<file path="config.mk">
export PLATFORM = sky130hd
export DESIGN_NAME = scazator_serial
export DESIGN_NICKNAME = d
export VERILOG_FILES = /design/src/rtl/scazator_pkg.sv /design/src/rtl/semiscazator_complet.sv /design/src/rtl/scazator_serial.sv
export SDC_FILE = /design/constraint.sdc
export NUM_CORES = 1
export LEC_CHECK = 0
export ABC_AREA = 1
export BUFFER_PORTS_ARGS = -buffer_cell sky130_fd_sc_hd__clkbuf_2
export CAP_MARGIN = 20
export CORE_AREA = 10 10 79 81
export CTS_BUF_LIST = sky130_fd_sc_hd__clkbuf_8 sky130_fd_sc_hd__clkbuf_16
export DETAILED_ROUTE_END_ITERATION = 10
export DIE_AREA = 0 0 89 91
export PLACE_DENSITY = 0.62
export SKIP_CTS_REPAIR_TIMING = 1
export SLEW_MARGIN = 20
export SYNTH_ARGS = -nofsm -noshare
export SYNTH_HDL_FRONTEND = slang
export SYNTH_SLANG_ARGS = --single-unit
</file>
<file path="constraint.sdc">
create_clock -name clk -period 4.35 [get_ports clk]
set_clock_uncertainty 0.15 [all_clocks]
set_input_delay 0.87 -clock clk [delete_from_list [all_inputs] [get_ports clk]]
set_output_delay 0.87 -clock clk [all_outputs]
set_load 0.02 [all_outputs]
</file>
<file path="src/rtl/scazator_pkg.sv">
// Shared definitions for the bit-serial subtractor: FSM encodings and default width.
package scazator_pkg;

  localparam int DEFAULT_WIDTH = 8;

  typedef enum logic [1:0] {
    IDLE = 2'd0,
    RUN  = 2'd1,
    DONE = 2'd2
  } state_t;

endpackage

</file>
<file path="src/rtl/semiscazator_complet.sv">
// One-bit full subtractor: d = a - b - bin, with borrow out.
module semiscazator_complet (
  input  logic a,
  input  logic b,
  input  logic bin,
  output logic d,
  output logic bout
);

  assign d    = a ^ b ^ bin;
  assign bout = (~a & b) | (~(a ^ b) & bin);

endmodule

</file>
<file path="src/rtl/scazator_serial.sv">
// Bit-serial subtractor, LSB first, one bit per clock; result appears after WIDTH cycles.
// Define SCAZATOR_OVERFLOW_EN to add the signed-overflow output ovf.
module scazator_serial
  import scazator_pkg::*;
#(
  parameter int WIDTH = DEFAULT_WIDTH
) (
  input  logic             clk,
  input  logic             rst_n,
  input  logic             start,
  input  logic [WIDTH-1:0] a,
  input  logic [WIDTH-1:0] b,
  output logic             busy,
  output logic             done,
  output logic [WIDTH-1:0] diff,
  output logic             bout
`ifdef SCAZATOR_OVERFLOW_EN
  ,
  output logic             ovf
`endif
);

  localparam int CW = $clog2(WIDTH + 1);

  state_t           state_reg, state_next;
  logic [WIDTH-1:0] a_reg, b_reg;
  logic [WIDTH-2:0] res_reg;
  logic [WIDTH-1:0] res_full;
  logic [CW-1:0]    cnt_reg;
  logic             br_reg;
  logic             d_bit, br_bit;
  logic             last_bit;

  semiscazator_complet u_bit (
    .a    (a_reg[0]),
    .b    (b_reg[0]),
    .bin  (br_reg),
    .d    (d_bit),
    .bout (br_bit)
  );

  // res_reg holds the WIDTH-1 bits already computed; the current bit completes the word.
  assign res_full = {d_bit, res_reg};
  assign last_bit = (cnt_reg == CW'(WIDTH - 1));

  always_ff @(posedge clk or negedge rst_n) begin
    if (!rst_n) state_reg <= IDLE;
    else        state_reg <= state_next;
  end

  always_comb begin
    state_next = state_reg;
    busy       = 1'b0;
    done       = 1'b0;
    case (state_reg)
      IDLE: if (start) state_next = RUN;
      RUN: begin
        busy = 1'b1;
        if (last_bit) state_next = DONE;
      end
      DONE: begin
        busy       = 1'b1;
        done       = 1'b1;
        state_next = IDLE;
      end
      default: state_next = IDLE;
    endcase
  end

  always_ff @(posedge clk or negedge rst_n) begin
    if (!rst_n) begin
      a_reg   <= '0;
      b_reg   <= '0;
      res_reg <= '0;
      cnt_reg <= '0;
      br_reg  <= 1'b0;
      diff    <= '0;
      bout    <= 1'b0;
`ifdef SCAZATOR_OVERFLOW_EN
      ovf     <= 1'b0;
`endif
    end else begin
      case (state_reg)
        IDLE: if (start) begin
          a_reg   <= a;
          b_reg   <= b;
          br_reg  <= 1'b0;
          cnt_reg <= '0;
        end
        RUN: begin
          a_reg   <= a_reg >> 1;
          b_reg   <= b_reg >> 1;
          br_reg  <= br_bit;
          res_reg <= res_full[WIDTH-1:1];
          cnt_reg <= cnt_reg + CW'(1);
          if (last_bit) begin
            diff <= res_full;
            bout <= br_bit;
`ifdef SCAZATOR_OVERFLOW_EN
            // On the last bit the shifted operands expose the original sign bits.
            ovf  <= (a_reg[0] ^ b_reg[0]) & (d_bit ^ a_reg[0]);
`endif
          end
        end
        default: ;
      endcase
    end
  end

endmodule

</file>
==> flow_summary_export.csv <==
group,metric,value,unit
synthesis,synthTopCellsByArea,"dfrtp_1 54%, nand2_1 13%, o21ai_0 6.1%",
pwr,pwr_density_cell,633,nW/um^2
finish,mostFrequentLayoutCells,"61 x nand2_1, 39 x dfrtp_1, 29 x clkbuf_2, 22 x o21ai_0, 18 x inv_1",
sta,totalNegativeSetupSlack,0,ps
pwr,leakage,1.04,nW
placement,hpwl,2290,um
worst_setup_path,crit_required,3330,ps
sta,finalMaxSlewViolations,0,
worst_setup_path,cp_max_fo,3,
synthesis,synth_cells,196,
outcome,status,"completed",
die,start_util,38.7,%
sta,hold_viol,0,
job,max_cap_viol_count,0,
clock_tree,clockRootBuffer,"clkbuf_8",
finish,drive_above_1_share,21.8,%
routing,first_iter_violations,79,
die,core,4660,sq um
finish,area_delta_synth_final,12.6,%
worst_setup_path,cp.arrival,1190,ps
global_routing,antenna_found_initial,0,
global_routing,grt_max_degree,40,
routing,drt_pass1_iterations,4,
sta,tightest_slew,942,ps
sta,slew_headroom,37.2,%
routing,ant_nets,0,
routing,totalWireLength,3370,um
finish,n_antenna_cell,0,
die,die_w,89,um
sta,fin_crit_sh,50.7,%
sta,max_freq,453,MHz
global_routing,use_met1,11.1,%
routing,route.detailed.drc,0,
synthesis,synth_top_area_share,54.2,%
worst_setup_path,rr_startpoint,"state_reg[1]$_DFFE_PN0P_",
hold_path,hp-class,"flop to flop",
global_routing,met2_usage,12.3,%
clock_tree,clk_pin_slew,80,ps
global_routing,grt_pass1_wl,5690,um
die,rows,25,
global_routing,grt.busiest_layer,"met2",
clock_tree,insertion_delay,290,ps
synthesis,syn_avg_cell_area,9.19,sq um
worst_setup_path,r2r_end,"cnt_reg[2]$_DFFE_PN0P_",
synthesis,ys_seq_area_share,54.2,%
finish,final_common_cell,"nand2_1",
clock_tree,cts_made_buffers,5,
clock_tree,cts_tree,"done",
die,die_h,91,um
global_routing,grt_overflow_total,0,
worst_setup_path,crit_type,"flop to primary output",
synthesis,synthesis.area,1800,sq um
worst_setup_path,end_kind,"primary output",
routing,avgViaCountPerCell,4.73,
worst_setup_path,worstSetupStartpoint,"state_reg[0]$_DFFE_PN0P_",
global_routing,grt.total_usage,8.72,%
worst_setup_path,r2r_cells,8,
placement,io_buffers,29,
global_routing,use_met3,4.47,%
synthesis,syn_nets,220,
sta,rsz0062_at_grt,"no",
worst_setup_path,start_kind,"flop",
synthesis,synth_warnings,0,
die,die-area,8100,sq um
finish,fin_nets,248,
worst_setup_path,cp-endpoint,"busy",
sta,setup_viol_count_final,0,
pwr,total_power,0.00128,W
worst_setup_path,r2r_slack,2410,ps
synthesis,synth_cell_type_count,19,
pwr,ir_drop,0.000237,V
clock_tree,htreeDepth,2,
clock_tree,clkSinkCount,39,
placement,gp_congestion,0.710,
synthesis,yosysTopAreaCell,"dfrtp_1",
clock_tree,clockBufferDepth,2,
routing,via_count,1321,
die,io_pins,30,
routing,wire_per_inst,12.1,um
synthesis,synth-seq-cells,39,
sta,post-route-min-period,2210,ps
global_routing,grt_pass1_vias,1270,
where the power goes:
part / internal, W / total, W / switching (W)
registers: 0.000490 / 0.000555 / 0.0000650
clock network: 0.000111 / 0.000244 / 0.000133
logic: 0.000168 / 0.000484 / 0.000316
metrics by stage:
stage | cells | hold WS [ps] | setup slack (ps) | utilization [%] | instance area [sq um]
floorplan | 196 | 299 | 2560 | - | 1800
global placement | 271 | 311 | 2410 | 41.6 | 1940
detailed placement | 271 | 315 | 2400 | 41.6 | 1940
CTS | 279 | 336 | 2120 | 43.5 | 2030
global route | 279 | 358 | 2060 | 43.5 | 2030
finish | 279 | 333 | 2140 | 43.5 | 2030
cell type report:
cell class              count  area, sq um
fillers                   458         2630
clock inverters             3         20.0
well taps                  54         67.6
repair buffers             30          153
clock buffers               5         68.8
inverters                  20         75.1
multi-input cells         128          668
flip-flops and latches     39          976
Yosys cell counts:
library cell and count:
nand2_1 61, dfrtp_1 39, o21ai_0 22, inv_1 18, o211ai_1 13, buf_6 6, nand3_1 6, or2_2 6
or2_1 5, ha_1 4, a21oi_1 3, buf_2 3, nor2_1 3, inv_2 2, fa_1 1, nand2_2 1
nand2_4 1, nand4_2 1, o22ai_1 1
logic make-up (layout without fill, tap and decap cells):
kind of cell	count (synthesis)	in the layout	share of synthesized area, %
simple gates	84	84	20.5
compound gates	39	39	12.7
flops	39	39	54.2
buf+inv	29	58	8.75
fa+ha+maj	5	5	3.89
worst max-delay path, cell delays in order (launching register included):
cell,delay [ps]
dfrtp_1,370
inv_1,70
ha_1,290
clkbuf_2,160
worst min-delay path by stage:
stage	from	endpoint	slack [ps]	cells after the start
after floorplan	b_reg[1]$_DFFE_PN0P_	b_reg[1]$_DFFE_PN0P_	300	2
after global placement	res_reg[6]$_DFFE_PN0P_	res_reg[5]$_DFFE_PN0P_	310	2
after detailed placement	b_reg[1]$_DFFE_PN0P_	b_reg[1]$_DFFE_PN0P_	320	2
after CTS	b_reg[1]$_DFFE_PN0P_	b_reg[1]$_DFFE_PN0P_	340	2
after global routing	diff[0]$_DFFE_PN0P_	diff[0]$_DFFE_PN0P_	360	2
final	b_reg[1]$_DFFE_PN0P_	b_reg[1]$_DFFE_PN0P_	330	2
metal layers:
layer | vias to the layer above | share of wire [%]
met5 | - | 0
met2 | 30 | 43
met1 | 609 | 48
li1 | 680 | -
met4 | 0 | 0.56
met3 | 2 | 7.6
Power figures use the tool's default switching activity.
